[config.mk]
export PLATFORM = sky130hd
export DESIGN_NAME = mlab_scfifo_ctrl_flat
export DESIGN_NICKNAME = d
export VERILOG_FILES = /design/src/rtl/mlab_scfifo_ctrl_pkg.sv /design/src/rtl/mlab_scfifo_ctrl_if.sv /design/src/rtl/mlab_scfifo_ctrl_mlab.sv /design/src/rtl/mlab_scfifo_ctrl.sv /design/src/flat_wrapper.sv
export SDC_FILE = /design/constraint.sdc
export NUM_CORES = 1
export LEC_CHECK = 0
export CAP_MARGIN = 10
export CORE_MARGIN = 4
export CORE_UTILIZATION = 56
export CTS_BUF_LIST = sky130_fd_sc_hd__clkbuf_4
export DETAILED_ROUTE_END_ITERATION = 10
export PLACE_DENSITY_LB_ADDON = 0.08
export SYNTH_ARGS = -nofsm -noshare
export SYNTH_HDL_FRONTEND = slang
export SYNTH_HIERARCHICAL = 1
export SYNTH_SLANG_ARGS = --single-unit
[constraint.sdc]
create_clock -name clk -period 5.3 [get_ports clk]
set_input_delay 0.795 -clock clk [delete_from_list [all_inputs] [get_ports clk]]
set_output_delay 0.795 -clock clk [all_outputs]
set_load 0.02 [all_outputs]
[src/rtl/mlab_scfifo_ctrl_pkg.sv]
// Shared constants and helpers for the MLAB-based show-ahead FIFO.
package scfifo_pkg;

    localparam string FAMILY_AGILEX = "Agilex";
    localparam string FAMILY_S10    = "S10";
    localparam string FAMILY_OTHER  = "Other";

    // S10 MLABs register din internally, so a write lands one edge later.
    function automatic int write_lag(input string family);
        return (family == FAMILY_S10) ? 2 : 1;
    endfunction

    // Pointer width: addresses the MLAB directly and wraps mod DEPTH.
    function automatic int ptr_width(input int addr_width);
        return addr_width;
    endfunction

    // Count width: must hold 0..DEPTH inclusive.
    function automatic int cnt_width(input int addr_width);
        return addr_width + 1;
    endfunction

endpackage

[src/rtl/mlab_scfifo_ctrl_if.sv]
// Producer/consumer bus of the show-ahead FIFO.
//
// Handshake: a word is written when push=1 and full=0 at a rising edge
// (push while full is dropped). The head word is on rdata whenever
// empty=0 and stays stable until pop=1 at a rising edge consumes it;
// pop while empty=1 is ignored. full, empty and used are registered.
interface mlab_scfifo_ctrl_if #(
    parameter int WIDTH      = 8,
    parameter int ADDR_WIDTH = 5
);
    logic                  push;
    logic [WIDTH-1:0]      wdata;
    logic                  full;
    logic                  pop;
    logic [WIDTH-1:0]      rdata;
    logic                  empty;
    logic [ADDR_WIDTH:0]   used;

    modport master (output push, wdata, pop, input full, rdata, empty, used);
    modport slave  (input push, wdata, pop, output full, rdata, empty, used);
endinterface

[src/rtl/mlab_scfifo_ctrl_mlab.sv]
// Behavioural simple-dual-port MLAB: registered read, optional input
// register stage on the write side for the S10 family.
module generic_mlab_sc
    import scfifo_pkg::*;
#(
    parameter int    WIDTH      = 8,
    parameter int    ADDR_WIDTH = 5,
    parameter string FAMILY     = "Other"
) (
    input  logic                  clk,
    input  logic                  we,
    input  logic [ADDR_WIDTH-1:0] waddr,
    input  logic [WIDTH-1:0]      din,
    input  logic                  re,
    input  logic [ADDR_WIDTH-1:0] raddr,
    output logic [WIDTH-1:0]      dout
);
    logic [WIDTH-1:0]      mem [1 << ADDR_WIDTH];
    logic                  we_w;
    logic [ADDR_WIDTH-1:0] waddr_w;
    logic [WIDTH-1:0]      din_w;
    logic [WIDTH-1:0]      dout_q;
    logic [WIDTH-1:0]      dout_d;

    if (FAMILY == FAMILY_S10) begin : g_in_reg
        logic                  we_q;
        logic [ADDR_WIDTH-1:0] waddr_q;
        logic [WIDTH-1:0]      din_q;

        // S10: write port is registered once before reaching the array.
        always_ff @(posedge clk) begin
            we_q    <= we;
            waddr_q <= waddr;
            din_q   <= din;
        end

        assign we_w    = we_q;
        assign waddr_w = waddr_q;
        assign din_w   = din_q;
    end else begin : g_no_reg
        assign we_w    = we;
        assign waddr_w = waddr;
        assign din_w   = din;
    end

    // Array write; contents are never cleared.
    always_ff @(posedge clk) begin
        if (we_w) begin
            mem[waddr_w] <= din_w;
        end
    end

    // Output register loads only on a read enable, otherwise holds.
    always_comb begin
        dout_d = dout_q;
        if (re) begin
            dout_d = mem[raddr];
        end
    end

    // Registered read port.
    always_ff @(posedge clk) begin
        dout_q <= dout_d;
    end

    assign dout = dout_q;

endmodule

[src/rtl/mlab_scfifo_ctrl.sv]
// Show-ahead single-clock FIFO controller around one generic_mlab_sc.
// Hides the MLAB read register and the family write lag so the head word
// is always on rdata while empty is low.
module mlab_scfifo_ctrl
    import scfifo_pkg::*;
#(
    parameter int    WIDTH      = 8,
    parameter int    ADDR_WIDTH = 5,
    parameter string FAMILY     = "Other"
) (
    input  logic               clk,
    input  logic               rst_n,
    mlab_scfifo_ctrl_if.slave  bus
);
    localparam int DEPTH     = 1 << ADDR_WIDTH;
    localparam int WRITE_LAG = write_lag(FAMILY);
    localparam int PW        = ptr_width(ADDR_WIDTH);
    localparam int CW        = cnt_width(ADDR_WIDTH);

    logic [PW-1:0]        wptr_q, wptr_d;
    logic [PW-1:0]        rptr_q, rptr_d;
    logic [CW-1:0]        used_q, used_d;
    logic [CW-1:0]        avail_q, avail_d;
    logic [WRITE_LAG-1:0] pdly_q, pdly_d;
    logic                 out_valid_q, out_valid_d;
    logic                 empty_q, empty_d;
    logic                 full_q, full_d;
    logic                 push_acc;
    logic                 pop_acc;
    logic                 re;
    logic [WIDTH-1:0]     mlab_dout;

    // Next-state for pointers, counts, push-delay line and output flags.
    always_comb begin
        push_acc = bus.push & ~full_q;
        pop_acc  = bus.pop & out_valid_q;
        // Fetch the next word when one is readable and the output slot
        // is free or being vacated this cycle.
        re       = (avail_q != '0) & (~out_valid_q | pop_acc);

        wptr_d      = wptr_q + PW'(push_acc);
        rptr_d      = rptr_q + PW'(re);
        // Delay line: MSB is the push from WRITE_LAG edges ago.
        pdly_d      = WRITE_LAG'({pdly_q, push_acc});
        avail_d     = avail_q + CW'(pdly_q[WRITE_LAG-1]) - CW'(re);
        used_d      = used_q + CW'(push_acc) - CW'(pop_acc);
        out_valid_d = re | (out_valid_q & ~pop_acc);
        empty_d     = ~out_valid_d;
        full_d      = (used_d == CW'(DEPTH));
    end

    // Controller state registers.
    always_ff @(posedge clk or negedge rst_n) begin
        if (!rst_n) begin
            wptr_q      <= '0;
            rptr_q      <= '0;
            used_q      <= '0;
            avail_q     <= '0;
            pdly_q      <= '0;
            out_valid_q <= 1'b0;
            empty_q     <= 1'b1;
            full_q      <= 1'b0;
        end else begin
            wptr_q      <= wptr_d;
            rptr_q      <= rptr_d;
            used_q      <= used_d;
            avail_q     <= avail_d;
            pdly_q      <= pdly_d;
            out_valid_q <= out_valid_d;
            empty_q     <= empty_d;
            full_q      <= full_d;
        end
    end

    generic_mlab_sc #(
        .WIDTH      (WIDTH),
        .ADDR_WIDTH (ADDR_WIDTH),
        .FAMILY     (FAMILY)
    ) u_mlab (
        .clk   (clk),
        .we    (push_acc),
        .waddr (wptr_q),
        .din   (bus.wdata),
        .re    (re),
        .raddr (rptr_q),
        .dout  (mlab_dout)
    );

    assign bus.rdata = mlab_dout;
    assign bus.empty = empty_q;
    assign bus.full  = full_q;
    assign bus.used  = used_q;

    a_used_max : assert property (@(posedge clk) disable iff (!rst_n)
        used_q <= CW'(DEPTH));
    a_avail_le_used : assert property (@(posedge clk) disable iff (!rst_n)
        (int'(avail_q) + int'(out_valid_q)) <= int'(used_q));
    a_no_same_addr : assert property (@(posedge clk) disable iff (!rst_n)
        !(re && push_acc && (rptr_q == wptr_q)));

endmodule

[src/flat_wrapper.sv]
// flat-port wrapper written by rule: the top's interface ports become plain ports
module mlab_scfifo_ctrl_flat import scfifo_pkg::*;
#(
    parameter int    WIDTH      = 8,
    parameter int    ADDR_WIDTH = 5,
    parameter string FAMILY     = "     "
)
  (clk, rst_n, bus_push, bus_wdata, bus_pop, bus_full, bus_rdata, bus_empty, bus_used);
  mlab_scfifo_ctrl_if #(.WIDTH(WIDTH), .ADDR_WIDTH(ADDR_WIDTH)) bus_i ();
  input  logic clk;
  input  logic rst_n;
  input wire logic [$bits(bus_i.push)-1:0] bus_push;
  input wire logic [$bits(bus_i.wdata)-1:0] bus_wdata;
  input wire logic [$bits(bus_i.pop)-1:0] bus_pop;
  output wire logic [$bits(bus_i.full)-1:0] bus_full;
  output wire logic [$bits(bus_i.rdata)-1:0] bus_rdata;
  output wire logic [$bits(bus_i.empty)-1:0] bus_empty;
  output wire logic [$bits(bus_i.used)-1:0] bus_used;
  assign bus_i.push = bus_push;
  assign bus_i.wdata = bus_wdata;
  assign bus_i.pop = bus_pop;
  assign bus_full = bus_i.full;
  assign bus_rdata = bus_i.rdata;
  assign bus_empty = bus_i.empty;
  assign bus_used = bus_i.used;
  mlab_scfifo_ctrl #(.WIDTH(WIDTH), .ADDR_WIDTH(ADDR_WIDTH), .FAMILY(FAMILY)) u_core (.clk(clk), .rst_n(rst_n), .bus(bus_i));
endmodule
==> results of run 1 <==
==> area by class of cell <==
cell class	count	area share, %
flip-flops and latches	290	65.7
multi-input cells	204	20.8
clock buffers	114	6.55
repair buffers	36	2.81
well taps	270	2.58
clock inverters	16	0.871
inverters	24	0.689
diodes	1	0.0191
==> cell usage after synthesis, drive strengths merged (2+ instances only) <==
cell / number / share of area, %
edfxtp: 264 / 69
mux4: 80 / 16
nor2: 41 / 1.3
dfrtp: 25 / 5.4
inv: 24 / 0.78
ha: 18 / 2.0
buf: 14 / 0.73
xnor2: 9 / 0.85
mux2: 8 / 0.78
a21oi: 6 / 0.26
clkbuf: 6 / 0.20
nand3: 6 / 0.26
nand2: 5 / 0.16
nand3b: 5 / 0.33
xor2: 5 / 0.38
nand2b: 3 / 0.16
or3b: 3 / 0.23
fa: 2 / 0.35
or3: 2 / 0.11
==> critical path, cell delays in order (launching register included) <==
cell	delay, ps
dfrtp_4	920
buf_4	450
mux4_2	590
mux4_2	520
mux2_2	310
==> power groups by stage <==
stage | Clock (mW) | Combinational [mW] | Sequential (mW)
after detailed placement | 0 | 2.13 | 3.20
final | 1.90 | 2.16 | 3.11
after global placement | 0 | 2.09 | 3.18
after floorplan | 0 | 1.62 | 3.03
after CTS | 1.97 | 2.14 | 3.15
after global routing | 2.12 | 2.32 | 3.16
==> worst max-delay path by stage <==
stage                                  to  slack, ps  depth (start not counted)         startpoint
global route            u_core/avail_q[4]       2030                         14  u_core/avail_q[2]
floorplan               u_core/avail_q[5]       2570                          9            bus_pop
finish              u_core/u_mlab/dout[3]       2220                          4   u_core/rptr_q[0]
global placement        u_core/avail_q[4]       1820                         12            bus_pop
CTS                 u_core/u_mlab/dout[3]       2110                          4   u_core/rptr_q[0]
detailed placement      u_core/avail_q[4]       1680                         12            bus_pop
==> cell families after synthesis <==
| group | after synthesis | synth area share [%] |
|---|---|---|
| simple gates | 70 | 2.87 |
| xor+xnor | 14 | 1.23 |
| buf+inv | 44 | 1.71 |
| fa+ha+maj | 20 | 2.31 |
| compound gates | 12 | 0.795 |
| mux | 88 | 16.5 |
| flops | 290 | 74.6 |
==> sequential cells by signal (all words and copies together), names as in the netlist <==
register and cells:
u_core/rptr_q 5, u_core/out_valid_q 1, u_core/u_mlab/mem 256, u_core/pdly_q 1, u_core/wptr_q 5, u_core/bus.full 1
u_core/bus.used 6, u_core/bus.empty 1, u_core/avail_q 6, u_core/u_mlab/dout 8
==> per-layer routing <==
layer	global-route usage, %	part of all wire [%]	vias up
li1	-	-	2413
met1	30.0	42	2870
met2	30.1	48	213
met3	5.86	8.5	22
met4	5.89	0.97	0
met5	0	0	-
==> through the flow <==
stage	area, sq um	total power [mW]	worst slack [ps]	utilization, %
floorplan	11500	4.64	2570	-
detailed placement	12000	5.33	1680	59.5
finish	13100	7.17	2220	64.6
global placement	12000	5.27	1820	59.5
CTS	13000	7.26	2110	64.3
global route	13100	7.59	2030	64.6
==> results_dict.tcl, run 1 <==
set metrics [dict create \
    status "complete, no violations" \
    gp_congestion 0.776 \
    grt_pass1_vias 5829 \
    syn2layout_area_growth_pct 13.7 \
    multi_input_area_sq_um 2720 \
    grt_start_max_net_pins 37 \
    die_x_microns 151 \
    tightest_slew_ps 1190 \
    hpwl_microns 13500 \
    die_area_sq_um 22900 \
    cp-start-kind "register" \
    avgViaCountPerCell 5.78 \
    cts-hold-fix-buffers 0 \
    crit_arrival_ps 3460 \
    synth.avg_cell_area_sq_um 21.4 \
    cp_data_required_time_ps 5680 \
    yosys_most_used_dff "edfxtp_1" \
    final_cell_mix "264 x edfxtp_1, 114 x clkbuf_4, 80 x mux4_2, 41 x nor2_1, 27 x clkdlybuf4s50_1" \
    antenna_found_initial 1 \
    synth_edf_count 264 \
    syn_inst 538 \
    ios 28 \
    final_common_cell "edfxtp_1" \
    intPower_mw 5.00 \
    grt_pass1_wl_microns 33700 \
    regToRegStartpoint "u_core/rptr_q[0]" \
    io_buffers 27 \
    cts_tree "yes" \
    cts_setup_buffers 0 \
    rows 52 \
    gr-total-overflow 0 \
    skew_ps 33.2 \
    hold_viol 0 \
    clock-sinks 290 \
    seq_area_sq_um 8580 \
    cts_resized 0 \
    power.switching_mw 2.17 \
    clock_latency_ps 660 \
    die_h_microns 151 \
    synth.distinct_cells 36 \
    post-route-period-util_pct 58.0 \
    ys_seq_area_share_pct 74.6 \
    nets 664 \
    yosys_warnings 6 \
    drtPass1Iterations 5 \
    power.leakage_nw 4.42 \
    setup_violations 0 \
    fin_cells 955 \
    maxSlewHeadroom_pct 20.7 \
    path_max_fanout 36 \
    synth.cell_area_sq_um 11500 \
    crit_type "register to register" \
    htree_levels 3 \
    finalCriticalPeriod_ps 3080 \
    synth_nets 570 \
    drc 0 \
    dr.first_iter.drc_count 490 \
    numCtsBuffers 76 \
    end_kind "register" \
    comb_power_share_pct 30.1 \
    r2r_slack_ps 2220 \
    ir_drop_v 0.000242 \
    avgRoutedWirePerCell_microns 22.8 \
    rsz0062_at_grt "false" \
    fmax_mhz 325 \
    worstRegToRegCells 4 \
    vias 5518 \
    fin_setup_tns_ps 0 \
    seq_power_share_pct 43.4 \
    ant_nets 0 \
    grt_usage_pct 20.3 \
    synth.ff_latch_count 290 \
    clkTransAtPathRegs_ps 70 \
    fill_cells 1388 \
    core_area_sq_um 20200 \
    wl_microns 21800 \
    cts_root_buffer "clkbuf_4" \
    p_per_area_nw_per_um2 549 \
    cap_violations 0 \
    drive_above_1_share_pct 33.2 \
    p_sw_share_pct 30.3 \
    hold_slack_ps 525 \
    report.final.slew_viol_count 0 \
    synth-async-reset-ratio_pct 8.97 \
    r2r_end "u_core/u_mlab/dout[3]" \
    place_inst 820 \
    min_path_type "input pin to asynchronous set/reset pin" \
    initial_core_util_pct 56.8 \
    pwr-share-clk_pct 26.5 \
    clock_path_buffers 3 \
]
Power figures use the tool's default switching activity.
==> run 2, diff against run 1 <==
clock period = 3 ns   (was 5.3 ns; I/O delays follow)
==> run 2 against run 1 <==
Total power grew 75%. Sequential power grew 68%. Global-route usage grew 0.45 points. Via count grew 1.7%. Critical path depth grew 10. Non-clock buffer count grew 40. Final cell count grew 3.5%. Clock power grew 63%. Utilization grew 1.1 points. Die area is the same. Critical path type unchanged.
==> results_dict.tcl, run 2 (synthesized netlist as in run 1, its figures left out) <==
set metrics [dict create \
    dpl-instance-area_sq_um 12400 \
    crit_type "register to register" \
    cts_resized 0 \
    critPathSlowestCell "fa_1" \
    cp-start-kind "register" \
    fin_setup_tns_ps 0 \
    p_sw_share_pct 30.7 \
    cts_tree "yes" \
    top_layer "met4" \
    io_buffers 27 \
    met1_length_microns 9840 \
    wl_met2_microns 10600 \
    cp_data_required_time_ps 3550 \
    cts_setup_buffers 0 \
    pwr-share-clk_pct 24.7 \
    power.switching_mw 3.85 \
    drive_above_1_share_pct 36.5 \
    dr.first_iter.drc_count 486 \
    design_area_sq_um 13300 \
    intPower_mw 8.70 \
    maxSlewHeadroom_pct 44.6 \
    cap_violations 0 \
    grt_pass1_vias 5873 \
    power.leakage_nw 4.58 \
    rows 52 \
    drc 0 \
    grt_start_max_net_pins 68 \
    place_inst 864 \
    clock-sinks 290 \
    fin_cells 988 \
    top_register "u_core/u_mlab/mem" \
    ant_nets 0 \
    p_per_area_nw_per_um2 945 \
    rsz0062_at_grt "false" \
    grt_pass1_wl_microns 34300 \
    grt_usage_pct 20.8 \
    htree_levels 3 \
    post-route-period-util_pct 83.3 \
    gp_congestion 0.764 \
    die_h_microns 151 \
    antenna_found_initial 1 \
    path_max_fanout 2 \
    die_x_microns 151 \
    crit_top_cell "inv_1" \
    seq_power_share_pct 41.6 \
    syn2layout_area_growth_pct 15.6 \
    numCtsBuffers 73 \
    avgViaCountPerCell 5.68 \
    vias 5612 \
    nets 701 \
    core_area_sq_um 20200 \
    wl_met3_microns 1450 \
    slowest_delay_ps 420 \
    gr-total-overflow 0 \
    comb_power_share_pct 33.7 \
    status "complete, no violations" \
    die_area_sq_um 22900 \
    avgRoutedWirePerCell_microns 22.4 \
    crit_arrival_ps 3050 \
    final_cell_mix "264 x edfxtp_1, 110 x clkbuf_4, 80 x mux4_2, 46 x buf_4, 41 x nor2_1" \
    largest_reg_flops 256 \
    pre_cts_ws_ps 93.7 \
    fill_cells 1375 \
    total_power_mw 12.6 \
    clock_path_buffers 3 \
    report.final.slew_viol_count 0 \
    min_path_type "input pin to asynchronous set/reset pin" \
    drtPass1Iterations 5 \
    hold_viol 0 \
    fin_ws_ps 502 \
    hpwl_microns 13900 \
    initial_core_util_pct 56.8 \
    wl_microns 22100 \
    clkTransAtPathRegs_ps 70 \
    tightest_slew_ps 828 \
    setup_violations 0 \
    finalCriticalPeriod_ps 2500 \
    cts-hold-fix-buffers 0 \
    fmax_mhz 400 \
    final_common_cell "edfxtp_1" \
    ios 28 \
    cts_root_buffer "clkbuf_4" \
    path_cells "inv_1, ha_1, nand2_1, nor3_1, nor2_1, ha_1, inv_1, ha_1, inv_1, fa_1, inv_1, a21oi_1, o21bai_1, xor2_1" \
    end_kind "register" \
    ir_drop_v 0.000508 \
    skew_ps 31.3 \
    clock_latency_ps 640 \
]
[run 2: per-layer routing]
metal / up-vias / global-route usage (%)
met2: 185 / 31.4
met3: 18 / 4.94
li1: 2494 / -
met4: 0 / 6.75
met1: 2915 / 30.4
met5: - / 0
[run 2: final timing paths]
kind,cells after the start,start,slack [ps],end
max,14,u_core/avail_q[3],500,u_core/avail_q[4]
min,1,rst_n,290,u_core/rptr_q[1]
max reg2reg,14,u_core/avail_q[3],500,u_core/avail_q[4]
max in group asynchronous,2,rst_n,1970,u_core/bus.empty
min in group clk,1,u_core/avail_q[0],520,u_core/avail_q[0]
min reg2reg,1,u_core/avail_q[0],520,u_core/avail_q[0]
[run 2: power by group through the flow]
stage / sequential, mW / clock (mW) / combinational [mW]
3_3_place_gp: 5.28 / 0 / 4.17
2_1_floorplan: 5.35 / 0 / 2.85
4_1_cts: 5.23 / 3.20 / 4.28
6_report: 5.23 / 3.10 / 4.23
3_5_place_dp: 5.31 / 0 / 4.26
5_1_grt: 5.28 / 3.44 / 4.58
[run 2: critical path: cells and delay by family (launching register included)]
family	cells	cell delay, ps
AOI/OAI and AO/OA	2	220
xor gates and xnor gates	1	150
adders and majority gates	4	1020
buffers and inverters	4	290
DFF	1	380
and+or+nand+nor	3	350
[run 2: final cells by class]
| cell class | count | area, sq um | area share [%] |
|---|---|---|---|
| Clock buffer | 110 | 826 | 6.22 |
| Antenna cell | 2 | 5.00 | 0.0377 |
| Sequential cell | 290 | 8580 | 64.6 |
| Timing Repair Buffer | 76 | 676 | 5.09 |
| Clock inverter | 12 | 46.3 | 0.348 |
| Inverter | 24 | 90.1 | 0.678 |
| Tap cell | 270 | 338 | 2.54 |
| Multi-Input combinational cell | 204 | 2720 | 20.5 |
[run 2: through the flow]
stage | utilization [%] | hold WS, ps
CTS | 65.6 | 267
floorplan | - | 154
finish | 65.7 | 287
global placement | 61.3 | 499
global route | 65.7 | 317
detailed placement | 61.3 | 512
==> run 3, diff against run 2 <==
clock period = 2.2 ns   (was 3 ns; I/O delays follow)
==> run 3 against run 2 <==
Critical path type unchanged. Total power grew 47%. Non-clock buffer count grew 38. The flow now finishes with violations (negative setup slack). Clock skew grew 4.6 ps. Maximum frequency grew 3.9%. Sequential cell count is the same. Highest routed layer unchanged.
==> results_dict.tcl, run 3 (synthesized netlist as in run 1, its figures left out) <==
set metrics [dict create \
    status "finished with violations" \
    violations "negative setup slack" \
    p_sw_share_pct 30.5 \
    grt_usage_pct 21.2 \
    drive_above_1_share_pct 43.3 \
    die_h_microns 151 \
    setup_violations 10 \
    rows 52 \
    path_max_fanout 7 \
    fin_ws_ps -203 \
    cts_root_buffer "clkbuf_4" \
    dr.first_iter.drc_count 482 \
    die_x_microns 151 \
    seq_power_share_pct 38.7 \
    power.leakage_nw 4.87 \
    gr-total-overflow 0 \
    nets 738 \
    rsz0062_at_grt "true" \
    end_kind "register" \
    ios 28 \
    top_register "u_core/u_mlab/mem" \
    syn2layout_area_growth_pct 21.3 \
    p_per_area_nw_per_um2 1330 \
    min_path_type "input pin to asynchronous set/reset pin" \
    post-route-period-util_pct 109 \
    clock_latency_ps 660 \
    maxSlewHeadroom_pct 64.6 \
    cts_tree "yes" \
    clkTransAtPathRegs_ps 70 \
    cp_data_required_time_ps 2570 \
    cap_violations 0 \
    utilization_pct 68.9 \
    cp-start-kind "register" \
    initial_core_util_pct 56.8 \
    ir_drop_v 0.000550 \
    worstRegToRegCells 5 \
    skew_ps 36.0 \
    fmax_mhz 416 \
    fin_setup_tns_ps -1470 \
    ant_nets 0 \
    clock_path_buffers 3 \
    hpwl_microns 14000 \
    die_area_sq_um 22900 \
    largest_reg_flops 256 \
    comb_power_share_pct 37.6 \
    avgViaCountPerCell 5.64 \
    avgRoutedWirePerCell_microns 22.1 \
    crit_arrival_ps 2770 \
    antenna_found_initial 1 \
    tightest_slew_ps 531 \
    wl_microns 22800 \
    final_cell_mix "264 x edfxtp_1, 108 x clkbuf_4, 80 x mux4_2, 71 x buf_4, 40 x nor2_1" \
    pre_cts_ws_ps -510 \
    grt_start_max_net_pins 36 \
    setup.worst_path.start "u_core/rptr_q[0]" \
    power.switching_mw 5.65 \
    io_buffers 27 \
    report.final.slew_viol_count 0 \
    finalCriticalPeriod_ps 2400 \
    grt_pass1_vias 5999 \
    fill_cells 1332 \
    pwr-share-clk_pct 23.7 \
    drtPass1Iterations 5 \
    intPower_mw 12.9 \
    total_power_mw 18.5 \
    hold_viol 0 \
    regToRegStartpoint "u_core/rptr_q[0]" \
    core_area_sq_um 20200 \
    numCtsBuffers 72 \
    clock-sinks 290 \
    gp_congestion 0.745 \
    final_common_cell "edfxtp_1" \
    crit_type "register to register" \
    cts-hold-fix-buffers 0 \
    grt_pass1_wl_microns 34900 \
    vias 5812 \
    drc 0 \
    htree_levels 3 \
]
[run 3: cell count changes in the layout (fill, tap and decap cells not counted), moves of 5 or more]
cell      change
buf_4        +25
inv_1        -10
inv_2         +9
ha_1          -6
ha_4          +6
buf_12        +5
clkinv_1      +5
mux2_2        -5
mux2_4        +5
[run 3: path summary, 6_finish.rpt]
path	endpoint	slack [ps]
max in group asynchronous	u_core/bus.empty	1770
hold reg to reg	u_core/wptr_q[0]	580
min in group clk	u_core/out_valid_q	510
setup reg to reg	u_core/u_mlab/dout[6]	-200
hold / removal	u_core/wptr_q[0]	90
setup / recovery	u_core/u_mlab/dout[6]	-200
[run 3: routing by layer]
layer / global-route usage (%) / wire (microns) / part of all wire [%]
met5: 0 / 0 / 0
met4: 7.39 / 433 / 1.9
met3: 5.09 / 1520 / 6.7
met2: 32.5 / 11100 / 49
met1: 30.3 / 9750 / 43
[run 3: worst max-delay path: stages (launching register included)]
cell and delay [ps]:
dfrtp_4 460, buf_8 150, buf_12 140, mux4_2 550
mux4_2 530, mux2_2 310
[run 3: layout make-up]
class / count / area [sq um] / area share (%)
Inverter: 24 / 90.1 / 0.646
Clock inverter: 19 / 106 / 0.763
Multi-Input combinational cell: 204 / 2900 / 20.8
Sequential cell: 290 / 8590 / 61.6
Timing Repair Buffer: 114 / 1110 / 7.96
Antenna cell: 1 / 2.50 / 0.0179
Tap cell: 270 / 338 / 2.42
Clock buffer: 108 / 811 / 5.82
[run 3: repair_timing]
item | CTS | global route
pin swaps | 9 | 6
resized for setup | 28 | 8
cloned | 3 | 0
setup buffers | 9 | 5
endpoints found under the setup margin | 11 | 12
[run 3: metrics by stage]
stage	hold WS, ps	area, sq um	std cells
global route	64.5	13900	1030
global placement	551	12700	887
finish	86.0	13900	1030
CTS	15.2	13900	1025
floorplan	34.4	11600	538
detailed placement	562	12700	887
[run 3: power by group through the flow]
| stage | combinational, mW | clock [mW] | sequential, mW |
|---|---|---|---|
| 2_1_floorplan | 4.00 | 0 | 7.31 |
| 3_3_place_gp | 6.02 | 0 | 7.23 |
| 3_5_place_dp | 6.15 | 0 | 7.27 |
| 4_1_cts | 6.87 | 4.53 | 7.15 |
| 5_1_grt | 7.48 | 4.84 | 7.22 |
| 6_report | 6.96 | 4.39 | 7.15 |
==> edit 1, RTL diff (flow settings as in run 2) <==
`WIDTH` is set to 8 in 4 places; all go to 6.
--- a/src/rtl/mlab_scfifo_ctrl_if.sv
+++ b/src/rtl/mlab_scfifo_ctrl_if.sv
@@ -5,7 +5,7 @@
 // empty=0 and stays stable until pop=1 at a rising edge consumes it;
 // pop while empty=1 is ignored. full, empty and used are registered.
 interface mlab_scfifo_ctrl_if #(
-    parameter int WIDTH      = 8,
+    parameter int WIDTH      = 6,
     parameter int ADDR_WIDTH = 5
 );
     logic                  push;
--- a/src/rtl/mlab_scfifo_ctrl_mlab.sv
+++ b/src/rtl/mlab_scfifo_ctrl_mlab.sv
@@ -3,7 +3,7 @@
 module generic_mlab_sc
     import scfifo_pkg::*;
 #(
-    parameter int    WIDTH      = 8,
+    parameter int    WIDTH      = 6,
     parameter int    ADDR_WIDTH = 5,
     parameter string FAMILY     = "Other"
 ) (
--- a/src/rtl/mlab_scfifo_ctrl.sv
+++ b/src/rtl/mlab_scfifo_ctrl.sv
@@ -4,7 +4,7 @@
 module mlab_scfifo_ctrl
     import scfifo_pkg::*;
 #(
-    parameter int    WIDTH      = 8,
+    parameter int    WIDTH      = 6,
     parameter int    ADDR_WIDTH = 5,
     parameter string FAMILY     = "Other"
 ) (
--- a/src/flat_wrapper.sv
+++ b/src/flat_wrapper.sv
@@ -1,7 +1,7 @@
 // flat-port wrapper written by rule: the top's interface ports become plain ports
 module mlab_scfifo_ctrl_flat import scfifo_pkg::*;
 #(
-    parameter int    WIDTH      = 8,
+    parameter int    WIDTH      = 6,
     parameter int    ADDR_WIDTH = 5,
     parameter string FAMILY     = "     "
 )
Ports: changed (resized bus_rdata and bus_wdata); port bits go from 28 to 24. No check against the original RTL was run, so the function may have changed too.
==> edit 1 against run 2 <==
Sequential cell count decreased by 66. Cell area decreased by 21%. Area after synthesis decreased by 22%. Setup slack improved by 23 ps. Wire length decreased by 22%. Worst hold slack got worse by 100 ps. Total power decreased by 20%. Critical path type unchanged. Maximum frequency increased by 0.92%. First-iteration DRC count decreased by 39%.
==> edit 1: results (changes against run 2) <==
Outcome
  – Status: completed

Synth
  – Seq/Total Area, Yosys: 73.2% (-1.4 points)
  – Synth cell types: 35 (-2.8%)
  – EDFF count, synth: 198 (-25%)
  – Post-Synth Adder-Cell Area: 2.94% (+0.64 points)
  – Synth cell count leaders: edfxtp_1 (198), mux4_2 (60), nor2_1 (41)
  – Largest cells by area after synthesis: edfxtp_1 (66%), mux4_2 (15%), dfrtp_1 (6.9%)
  – Mux cell area share after synthesis: 15.7% (-0.71 points)
  – Synth Area in Compound Gates: 1.01% (+0.22 points)

Placement
  – Cell Area, Placed: 9780 sq um (-21%)
  – PortBufs: 23 (-15%)
  – Setup WS pre-CTS: 76.3 ps (-17.4 ps)
  – Final HPWL DP: 10.7 mm (-23%)
  – GP Congestion: 0.797 (+4.4%)

Cells and area
  – # nets final: 582 (-17%)
  – Max reg flops: 192 (-25%)
  – Share of post-route cells with drive strength above 1: 34.3% (-2.1 points)
  – Antenna cells: 0 (-2)

CTS
  – Max H-tree Level: 2 (-1)
  – Number of CTS-inserted buffers: 56 (-23%)

Route
  – Routed wire length: 17.2 mm (-22%)
  – Initial DRC count: 298 (-39%)

GRT
  – Vias in the first global route: 4,734 (-19%)
  – Initial antenna violation count: 0 (-1)
  – First-pass GRT wire length: 27.2 mm (-21%)
  – GRT Util Overall: 20.4% (-0.33 points)

Pwr
  – Peak VDD IR: 450 uV (-11%)
  – Static Leak: 3.70 nW (-19%)

Timing
  – Setup ws final: 525 ps (+22.9 ps)

Critical path
  – Arr. time, crit path: 3020 ps (-30 ps)
  – R2R Path Start: u_core/avail_q[2]
-- edit 1: changes by cell type in the layout (fill, tap and decap cells not counted), sizes merged --
cell                  run 2  this run
buf                      49        41
bufinv                    0         1
clkbuf                  110        85
clkdlybuf4s50            27        23
clkinv                    9        15
diode                     2         0
edfxtp                  264       198
inv                      27        26
mux2                      8         6
mux4                     80        60
-- edit 1: report_power, final --
part           internal [mW]  switching, mW  leakage, nW
Combinational           1.72           1.65         1.17
Clock                   1.38           1.14        0.437
Sequential              3.84          0.336         2.09
Total                   6.94           3.12         3.70
-- edit 1: critical path, stage by stage (launching register included) --
cell and delay [ps]:
dfrtp_1 390, inv_1 80, ha_1 140, nand2_1 50, nor3_1 210, nor2_1 110, ha_1 280, inv_1 50
ha_1 150, inv_1 60, fa_1 420, inv_1 70, a21oi_1 60, o21bai_1 160, xor2_1 160
-- edit 1: final cells by class --
class                           instances  area share [%]
Sequential cell                       224            62.8
Timing Repair Buffer                   64            5.47
Tap cell                              216            2.57
Clock buffer                           85            6.07
Clock inverter                         18           0.892
Inverter                               24           0.857
Multi-Input combinational cell        182            21.4
-- edit 1: per-layer routing --
metal	global-route usage, %	wire length, microns	up-vias
li1	-	-	2020
met3	5.89	1250	25
met2	30.8	8420	163
met4	6.33	271	0
met1	29.6	7290	2304
met5	0	0	-
-- edit 1: logic make-up (layout without fill, tap and decap cells) --
kind of cell	Yosys count	after routing
AO/OA/AOI/OAI	12	12
multiplexers	66	66
adder cells (fa/ha/maj)	20	20
flip-flops	224	224
buffers and inverters	38	191
XOR/XNOR	14	14
AND/OR/NAND/NOR	70	70
-- edit 1: through the flow --
step,cells,hold WS (ps),utilization (%)
floorplan,444,154,-
global placement,710,493,61.8
detailed placement,710,503,61.8
CTS,813,135,66.4
global route,813,186,66.4
finish,813,187,66.4
==> edit 2, RTL diff (flow settings as in run 2) <==
Without the edit above. Make the reset (`rst_n`) synchronous in one clocked block.
--- a/src/rtl/mlab_scfifo_ctrl.sv
+++ b/src/rtl/mlab_scfifo_ctrl.sv
@@ -50,7 +50,7 @@
     end
 
     // Controller state registers.
-    always_ff @(posedge clk or negedge rst_n) begin
+    always_ff @(posedge clk) begin
         if (!rst_n) begin
             wptr_q      <= '0;
             rptr_q      <= '0;
Check against the original RTL: differs if rst_n is asserted again (counterexample within 4 cycles, from zero or initial values and one cycle with rst_n low); with rst_n held inactive, the same outputs for 10 cycles.
==> edit 2 against run 2 <==
Highest routed layer unchanged. Combinational power decreased by 32%. Area after synthesis decreased by 0.17%. Cell area increased by 0.25%. Final cell count increased by 2.7%. Sequential cell count unchanged. Wire length increased by 3.7%. Non-clock buffer count unchanged. Count of clock-buffer cells in the layout decreased by 1. Maximum frequency increased by 0.49%. Setup slack improved by 12 ps. Total power decreased by 14%.
==> edit 2: results (changes against run 2) <==
Placement
  – GP Congestion: 0.910 (+19%)
  – Post-Place Cells: 887 (+2.7%)
  – Final HPWL DP: 14.4 mm (+3.6%)

CTS
  – # resized after CTS: 0 (unchanged)
  – Number of CTS-inserted buffers: 71 (-2.7%)

Synth
  – Post-Synth Adder-Cell Area: 2.31% (+0.0040 points)
  – Synth Area in XOR/XNOR: 0.840% (-0.39 points)
  – Post-Syn Nets: 595 (+4.4%)
  – Cells after Synth: 563 (+4.6%)
  – Synth cell types: 41 (+14%)
  – Post-synth top area cell: edfxtp_1
  – Synth Area in Compound Gates: 0.949% (+0.15 points)
  – Synth cell count leaders: edfxtp_1 (264), mux4_2 (80), nor2_1 (49)
  – Seq/Total Area, Yosys: 73.6% (-1.0 points)
  – Async S/R FF share, synth: 0% (-9.0 points)
  – Mux cell area share after synthesis: 16.5% (+0.029 points)
  – Largest cells by area after synthesis: edfxtp_1 (69%), mux4_2 (16%), dfxtp_1 (4.5%)

Route
  – Post-DR wirelength/cell: 22.6 microns (+0.91%)
  – Routed wire length: 22.9 mm (+3.7%)
  – Met3 WL post-DR: 1.49 mm (+3.0%)
  – Vias per std cell: 5.72 (+0.62%)
  – Met1 Routed Length: 9.88 mm (+0.44%)
  – Met2 WL: 11.2 mm (+6.1%)
  – Drt pass-1 iters: 4 (-1)
  – Initial DRC count: 606 (+25%)

GRT
  – GR Util met2: 33.4% (+2.0 points)
  – GR Layer Usage met3: 5.06% (+0.12 points)
  – Vias in the first global route: 6,098 (+3.8%)
  – GRT Util Overall: 21.5% (+0.70 points)
  – Met1 GRT Util: 31.0% (+0.56 points)
  – First-pass GRT wire length: 35.5 mm (+3.4%)
  – Largest net degree at the start of global routing: 33 (-51%)
  – Initial antenna violation count: 2 (+1)

Timing
  – Setup Skew: 26.6 ps (-4.71 ps)
  – Worst-Margin Slew: 955 ps (+126 ps)

Critical path
  – Worst r2r dst: u_core/avail_q[4]
  – Arr. time, crit path: 3000 ps (-50 ps)
  – Crit. Startpoint: u_core/avail_q[2]

Pwr
  – Sequential power: 4.78 mW (-8.6%)
  – Peak VDD IR: 533 uV (+4.8%)
  – Combinational Power: 2.86 mW (-32%)
  – Static Leak: 4.43 nW (-3.4%)
  – Switching Fraction: 27.7% (-3.0 points)

Worst hold path
  – HP Class: in2reg

Outcome
  – Status: completed

Cells and area
  – # nets final: 722 (+3.0%)
  – Share of post-route cells with drive strength above 1: 34.7% (-1.7 points)
  – Layout filler cell count: 1,416 (+3.0%)
==> edit 2: metrics by stage <==
stage	instance area (sq um)	hold slack (ps)	power (mW)	worst slack, ps	util, %
3_5_place_dp	12400	572	7.74	90.1	61.5
2_1_floorplan	11500	477	6.84	314	-
3_3_place_gp	12400	574	7.64	256	61.5
6_report	13300	438	10.8	514	66.0
5_1_grt	13300	430	11.4	266	66.0
4_1_cts	13300	385	11.0	501	66.0
==> edit 2: worst max path at each step <==
stage,end,depth (start not counted)
floorplan,u_core/avail_q[4],14
global placement,u_core/bus.used[4],11
detailed placement,u_core/bus.full,11
CTS,u_core/avail_q[4],14
global route,u_core/avail_q[4],14
finish,u_core/avail_q[4],14
==> edit 2: final cells by class <==
cell class	count	area, sq um	area share [%]
diodes	2	5.00	0.0376
clock inverters	17	90.1	0.676
multi-input cells	230	2830	21.3
inverters	21	78.8	0.592
repair buffers	76	701	5.26
flip-flops and latches	290	8450	63.5
clock buffers	109	818	6.14
well taps	270	338	2.54
